**src/rtl/sum_accumulator.sv**
```systemverilog
// Batch accumulator: sums COUNT samples of {Cout,Sum} (or fewer on flush),
// saturating at all-ones, and holds the result until downstream takes it.
module sum_accumulator #(
    parameter int WIDTH     = 6,
    parameter int COUNT     = 4,
    parameter int ACC_WIDTH = 10
) (
    input  logic                 clk,
    input  logic                 rst_n,
    input  logic [WIDTH-1:0]     Sum,
    input  logic                 Cout,
    input  logic                 in_valid,
    output logic                 in_ready,
    input  logic                 flush,
    output logic [ACC_WIDTH-1:0] Total,
    output logic                 Overflow,
    output logic [7:0]           Samples,
    output logic                 out_valid,
    input  logic                 out_ready
);

    typedef enum logic [1:0] {IDLE, ACCUM, HOLD} state_t;

    localparam logic [7:0] BATCH_LEN = 8'(COUNT);

    state_t               state_q;
    logic [ACC_WIDTH-1:0] acc_q, acc_d;
    logic                 ovf_q, ovf_d;
    logic [7:0]           cnt_q, cnt_d;
    logic [ACC_WIDTH-1:0] sample;
    logic [ACC_WIDTH:0]   sumWide;
    logic                 accept;
    logic                 lastSample;

    assign sample     = ACC_WIDTH'({Cout, Sum});
    assign in_ready   = (state_q != HOLD);
    assign accept     = in_valid && in_ready;
    assign lastSample = accept && (cnt_d == BATCH_LEN);

    assign Total     = acc_q;
    assign Overflow  = ovf_q;
    assign Samples   = cnt_q;
    assign out_valid = (state_q == HOLD);

    // The extra top bit of sumWide catches a carry out of the accumulator.
    always_comb begin
        sumWide = {1'b0, acc_q} + {1'b0, sample};
        acc_d   = acc_q;
        ovf_d   = ovf_q;
        cnt_d   = cnt_q;
        if (accept) begin
            cnt_d = cnt_q + 8'd1;
            if (sumWide[ACC_WIDTH]) begin
                acc_d = '1;
                ovf_d = 1'b1;
            end else begin
                acc_d = sumWide[ACC_WIDTH-1:0];
            end
        end
    end

    always_ff @(posedge clk or negedge rst_n) begin
        if (!rst_n) begin
            state_q <= IDLE;
            acc_q   <= '0;
            ovf_q   <= 1'b0;
            cnt_q   <= 8'd0;
        end else begin
            case (state_q)
                IDLE: begin
                    acc_q <= acc_d;
                    ovf_q <= ovf_d;
                    cnt_q <= cnt_d;
                    if (accept) begin
                        state_q <= (flush || lastSample) ? HOLD : ACCUM;
                    end
                end
                ACCUM: begin
                    acc_q <= acc_d;
                    ovf_q <= ovf_d;
                    cnt_q <= cnt_d;
                    if (flush || lastSample) begin
                        state_q <= HOLD;
                    end
                end
                HOLD: begin
                    // Hand-off clears the batch; no sample can enter on this edge.
                    if (out_ready) begin
                        state_q <= IDLE;
                        acc_q   <= '0;
                        ovf_q   <= 1'b0;
                        cnt_q   <= 8'd0;
                    end
                end
                default: state_q <= IDLE;
            endcase
        end
    end

endmodule

```
**config.mk**
```make
export PLATFORM = sky130hd
export DESIGN_NAME = sum_accumulator
export DESIGN_NICKNAME = d
export VERILOG_FILES = /design/src/rtl/sum_accumulator.sv
export SDC_FILE = /design/constraint.sdc
export NUM_CORES = 1
export LEC_CHECK = 0
export BUFFER_PORTS_ARGS = -buffer_cell sky130_fd_sc_hd__buf_2
export CAP_MARGIN = 0
export CORE_MARGIN = 1.5
export CORE_UTILIZATION = 45
export CTS_CLUSTER_DIAMETER = 120
export DETAILED_ROUTE_END_ITERATION = 8
export PLACE_DENSITY_LB_ADDON = 0.12
export SETUP_SLACK_MARGIN = 0.15
export SYNTH_ARGS = -nofsm -noshare
export SYNTH_HDL_FRONTEND = slang
export SYNTH_SLANG_ARGS = --single-unit
```
**constraint.sdc**
```tcl
create_clock -name clk -period 1.75 [get_ports clk]
set_input_delay 0.35 -clock clk [delete_from_list [all_inputs] [get_ports clk]]
set_output_delay 0.35 -clock clk [all_outputs]
set_load 0.01 [all_outputs]
```
==> results of run 1 <==
-- layout by cell type, fill, tap and decap left out, types with 2 or more instances in the layout --
| cell | Yosys | final |
|---|---|---|
| buf_2 | 2 | 32 |
| buf_4 | 0 | 30 |
| dfrtp_1 | 21 | 17 |
| nand2_1 | 17 | 14 |
| o21ai_0 | 18 | 12 |
| nand3_1 | 10 | 9 |
| a21oi_1 | 9 | 7 |
| nor2_1 | 7 | 6 |
| xor2_1 | 6 | 6 |
| o21ai_1 | 0 | 5 |
| dfrtp_2 | 0 | 4 |
| a31oi_1 | 4 | 4 |
| ha_1 | 8 | 4 |
| buf_6 | 0 | 4 |
| inv_1 | 4 | 3 |
| nand2b_1 | 3 | 3 |
| or3_1 | 4 | 3 |
| nand2_2 | 2 | 3 |
| xnor2_1 | 3 | 3 |
| and3b_1 | 3 | 3 |
| ha_4 | 0 | 3 |
| clkbuf_4 | 0 | 3 |
| o21a_1 | 3 | 2 |
| o211ai_1 | 2 | 2 |
| a21oi_2 | 0 | 2 |
| nand2_4 | 0 | 2 |
| nand4_1 | 2 | 2 |
| mux2i_1 | 2 | 2 |
-- power breakdown --
part           internal (W)  total [W]  switching [W]
clock network     0.0000854   0.000248       0.000163
registers          0.000652   0.000845       0.000192
logic              0.000964    0.00191       0.000948
total               0.00170    0.00300        0.00130
-- kinds of logic (layout without fill, tap and decap cells) --
| family | count (synthesis) | count (layout) |
|---|---|---|
| adder cells (fa/ha/maj) | 9 | 9 |
| AO/OA/AOI/OAI | 47 | 47 |
| AND/OR/NAND/NOR | 59 | 59 |
| multiplexers | 2 | 2 |
| flip-flops | 21 | 21 |
| buffers and inverters | 12 | 76 |
| XOR/XNOR | 9 | 9 |
-- metal layers --
metal	global-route usage [%]	up-vias
li1	-	710
met1	30.3	704
met2	42.7	36
met3	3.49	4
met4	4.87	0
met5	0	-
-- layout make-up --
type,instances,share of cell area (%)
multi-input cells,126,47.4
flip-flops and latches,21,25.8
repair buffers,67,21.5
well taps,44,2.68
inverters,5,1.28
clock buffers,3,1.10
clock inverters,1,0.244
-- worst max-delay path, stage by stage (launching register included) --
cell and delay (ns):
dfrtp_1 0.41, ha_2 0.19, inv_2 0.05, fa_2 0.21, nor2b_2 0.05, o31a_1 0.30
or4_1 0.41, a31oi_1 0.18, o21ai_1 0.07
-- per-stage QoR --
stage                     TNS (ns)  utilization [%]  hold slack, ns
after global routing         -2.52             67.3           0.324
after CTS                   -0.884             66.4           0.310
after floorplan             -0.285                -          0.0544
after global placement       -1.34             60.3           0.345
final                        -1.07             67.3           0.326
after detailed placement     -1.94             60.3           0.349
-- worst paths after layout --
kind | to | slack [ns] | cells after the start
max | Total[6]$_DFFE_PN0P_ | -0.24 | 8
min | state_q[1]$_DFFE_PN0P_ | 0.33 | 3
max reg2reg | Total[6]$_DFFE_PN0P_ | -0.24 | 8
min reg2reg | Overflow$_DFFE_PN0P_ | 0.55 | 2
max in group asynchronous | Samples[0]$_DFFE_PN0P_ | 0.87 | 2
min in group asynchronous | Samples[6]$_DFFE_PN0P_ | 0.51 | 2
-- registers in the layout, summed over array words and instances (netlist names) --
signal,count
state_q,2
Total,10
Overflow,1
Samples,8
-- repair_timing --
item	CTS	global route
pin swaps	11	6
setup endpoints to repair	13	15
endpoints found under the hold margin	21	0
gates resized for setup	19	6
hold buffers	1	0
setup buffers	8	2
==> impl_results.md, run 1 <==
- Per-cell routed wire length: 14.5 um
- Drt first pass iters: 4
- Met3 WL: roughly 130 um
- Slew Viols, Final: 0
- Clock tree sinks: 21
- Post-synthesis compound-gate area fraction: 20.7%
- Design area: a little over 2000 um2
- Worst VDD drop: 0.922 mV
- Grt ovf: 0
- H-tree levels: 1
- Synth cell count leaders: dfrtp_1 (21), o21ai_0 (18), nand2_1 (17)
- Core area: 3050 um2
- Clock Latency Late Sink: 0.32 ns
- First-pass GRT wire length: 6380 um
- Largest family of logic cells by synthesized area: simple AND/OR/NAND/NOR gates
- Register Area: 531 um2
- Die area: between 3000 and 4000 um2
- Root buffer cell: clkbuf_4
- Largest cells by area after synthesis: dfrtp_1 (37%), ha_1 (7.0%), o21ai_0 (6.3%), nand2_1 (4.4%), xor2_1 (3.7%)
- Routed WL: 3880 um
- Synthesis Warnings: 0
- Met2 Wirelength: 2000 um
- RePlAce Congestion: 0.807
- Worst min path class: input port to flop
- Synth Net Count: between 150 and 200
- Critical setup path kind: flop to flop
- Placed Area: 1840 um2
- WL met1: 1720 um
- Setup crit end kind: flop
- TritonCTS Buffers: 3
- Net count, final: 245
- Share of cells above drive strength 1: 44.4%
- Antenna cells: 0
- Max Fclk: between 500 and 600 MHz
- Leakage power: 0.977 nW
- Final Cycle Share: 113%
- Seq/Total Area, Yosys: 36.6%
- TritonCTS clock tree: done
- CTS max path bufs: 2
- Hpwl dp: 2820 um
- Clock transition at the registers of the reported paths: between 0.1 and 0.15 ns
- Simple-gate share of the synthesized area: a little under a quarter
- MaxCap Viol Count: 0
- Number of I/O port buffers: 32
- Power Total: around 0.003 W
- Endpoints failing setup: 11
- Mux contribution to synthesized area: 1.39%
- CP max FO: 5
- Final Hold Vio Count: 0
- Antenna viol nets, final: 0
- Synth-to-Final Area Change: 43.1%
- RSZ-0062 raised after global routing: true
- Max Used Layer: met4
- Non-Filler Instances: 267
- Avg Cell Area, Syn: approximately 9 um2
- Initial Util: 47.0%
- Io pins: 33
- Fillcell total: approximately 280
- Top_reg_cell synth: dfrtp_1
- Multi-input gate area: 973 um2
- Post-synthesis xor/xnor area fraction: approximately 5.5%
- Placed insts: 252
- Mapped Cells: 159
- Die Wd: between 50 and 60 um
- Number of global-route vias before repair: 1398
- Violated checks: negative setup slack
- Vias: 1454
- Number of enable flip-flop cells after synthesis: 0
- Min-delay src: flush
- Dpl ws: -0.301 ns
- Mapped Area: 1440 um2
- Tot GR Track Use: 23.9%
- Post-synth top area cell: dfrtp_1
- Slew HR: 67.3%
- Initial antenna violation count: 0
- Via density: 5.45
- Count leader, synth: dfrtp_1
- Die height: between 50 and 60 um
- Largest net degree at the start of global routing: 22
- Worst EP arrival: 2.17 ns
- Synth Area in Adders: roughly 8.4%
- Rows: 20
- Top cell type's share of synthesized area: 36.6%
- Worst Slack Setup Final: -0.235 ns
- Origin of the worst setup path: Total[0]$_DFFE_PN0P_
- Minimum clock period: just under 2 ns
- Data required, critical path: 1.94 ns
- Slew @ Worst Pin: ~0.49 ns
- Startpoint Class: flop
- Unique cell type count in the Yosys netlist: 44
- Initial DRC count: 37
- Outcome: complete, but fails checks
- PwrDens: 1460 nW/um2
- Setup Skew: 0.0168 ns
- Yosys reg bits: 21
- Worst r2r src: Total[0]$_DFFE_PN0P_
- Drt drc: 0
- Ys async rst share: between 90% and 100%
No activity file was read; power rests on OpenSTA's default activity.
==> inputs of run 2 (changes only) <==
- CAP_MARGIN: 0 -> 20
- CORE_UTILIZATION: 45 -> 48
- SLEW_MARGIN: not set -> 20
==> run 2 against run 1 <==
The run ends with design-rule violations, negative setup slack left. Die area is 5.9% lower. Worst setup slack better by 0.018 ns. Register-to-register slack improved by 0.02 ns. Total power is 1.0% higher. Via count up 0.62%. Critical path type unchanged. Critical endpoint unchanged. Highest routed layer unchanged.
==> impl_results.md, run 2 (synthesis gave the netlist of run 1 again) <==
- Clock Latency Late Sink: 0.31 ns
- Multi-input gate area: 995 um2
- Leading cell type in the layout, fill and taps excluded: buf_4
- Number of I/O port buffers: 32
- R2r setup slk: -0.22 ns
- Max Fclk: a little over 500 MHz
- Slew Viols, Final: 0
- Leakage power: between 0.9 and 1 nW
- Minimum clock period: 1.97 ns
- Largest net degree at the start of global routing: 22
- Slew @ Worst Pin: 0.498 ns
- Drt drc: 4
- Share of cells above drive strength 1: 45.8%
- Final Hold Vio Count: 0
- Critical setup path kind: flop to flop
- First-pass GRT wire length: 6380 um
- Grt ovf: 0
- Violated checks: design-rule violations, negative setup slack
- Vias: 1463
- Via density: roughly 5.7
- Io pins: 33
- Reg2reg path depth: 8
- RePlAce Congestion: ~0.81
- Endpoints failing setup: 12
- Final Cycle Share: 112%
- Net count, final: 247
- Origin of the worst setup path: Total[0]$_DFFE_PN0P_
- CP max FO: 4
- Dpl ws: -0.278 ns
- Per-cell routed wire length: 14.9 um
- Largest register FFs: 10
- Number of global-route vias before repair: 1441
- Startpoint Class: flop
- Layout Utilization: 73.3%
- Outcome: complete, but fails checks
- CTS max path bufs: 2
- Routed WL: 3800 um
- Design area: 2060 um2
- Placed Area: 1830 um2
- Root buffer cell: clkbuf_4
- Die area: ~3300 um2
- Antenna cells: 0
- Worst Slack Setup Final: -0.218 ns
- TritonCTS Buffers: 3
- MaxCap Viol Count: 0
- Commonest cells after routing, fill and taps aside: buf_4 (35), buf_2 (32), dfrtp_1 (18)
- Synth-to-Final Area Change: 43.2%
- Fillcell total: 237
- Initial Util: roughly half
- Initial DRC count: 63
- Antenna viol nets, final: 0
- Initial antenna violation count: 0
- H-tree levels: 1
- Slew HR: 66.8%
- Drt first pass iters: 6
- Tot GR Track Use: 24.3%
- Clock transition at the registers of the reported paths: 0.13 ns
- Worst min path class: input port to flop
- Worst r2r dst: Total[6]$_DFFE_PN0P_
- Worst VDD drop: roughly 0.96 mV
- Setup crit end: Total[6]$_DFFE_PN0P_
- Worst Hold Slack: 0.311 ns
- Rows: 19
- Die Wd: 57.7 um
- Setup crit end kind: flop
- Register Area: 529 um2
- PwrDens: 1480 nW/um2
- Clock tree sinks: 21
- Data required, critical path: between 1.5 and 2 ns
- Worst r2r src: Total[0]$_DFFE_PN0P_
- Hpwl dp: 2590 um
- Power Total: 0.00303 W
- Setup Skew: 0.00344 ns
- Worst EP arrival: about 2.2 ns
- RSZ-0062 raised after global routing: true
- Core area: between 2000 and 3000 um2
- Die height: about 58 um
- TritonCTS clock tree: done
[run 2: cell count changes in the layout (fill, tap and decap cells not counted), sizes merged]
cell  previous run  this run
buf             66        68
[run 2: area by class of cell]
type	count	share of cell area [%]
Multi-Input combinational cell	126	48.4
Inverter	5	1.03
Tap cell	31	1.89
Clock inverter	1	0.243
Clock buffer	3	1.10
Sequential cell	21	25.7
Timing Repair Buffer	69	21.6
[run 2: worst min path at each step]
stage	from	to	slack (ns)	cells past startpoint
global route	flush	state_q[1]$_DFFE_PN0P_	0.34	3
finish	flush	state_q[1]$_DFFE_PN0P_	0.31	3
detailed placement	rst_n	Total[5]$_DFFE_PN0P_	0.34	1
CTS	flush	state_q[1]$_DFFE_PN0P_	0.32	3
floorplan	rst_n	Overflow$_DFFE_PN0P_	0.05	0
global placement	rst_n	Total[5]$_DFFE_PN0P_	0.34	1
[run 2: worst max-delay path: stages (launching register included)]
cell and delay [ns]:
dfrtp_1 0.41, ha_2 0.19, inv_2 0.05, fa_2 0.20
nor2b_2 0.05, o31a_1 0.32, or4_1 0.40, a31oi_1 0.17
o21ai_1 0.07
[run 2: power by group]
group          switching, W  internal [W]  leakage (nW)  total, W
sequential         0.000179      0.000651         0.268  0.000830
clock              0.000167     0.0000853        0.0177  0.000252
combinational      0.000983      0.000970         0.692   0.00195
total               0.00133       0.00171         0.978   0.00303
[run 2: per-stage QoR]
| stage | TNS (ns) | cells |
|---|---|---|
| detailed placement | -2.06 | 239 |
| finish | -1.31 | 256 |
| CTS | -1.14 | 252 |
| global placement | -1.53 | 239 |
| global route | -2.41 | 256 |
| floorplan | -0.285 | 159 |
[run 2: routing by layer]
metal  GRT usage [%]  vias up  part of all wire [%]
li1                -      718                     -
met1            32.5      695                    45
met2            41.4       44                    49
met3            2.68        6                   4.7
met4            7.31        0                   1.3
met5               0        -                     0
[run 2: repair_timing]
| action | in CTS | in global routing |
|---|---|---|
| gates resized for setup | 8 | 13 |
| pin swaps | 3 | 5 |
| setup endpoints to repair | 14 | 15 |
| setup buffers | 8 | 4 |
| hold buffers | 1 | 0 |
| endpoints found under the hold margin | 21 | 0 |
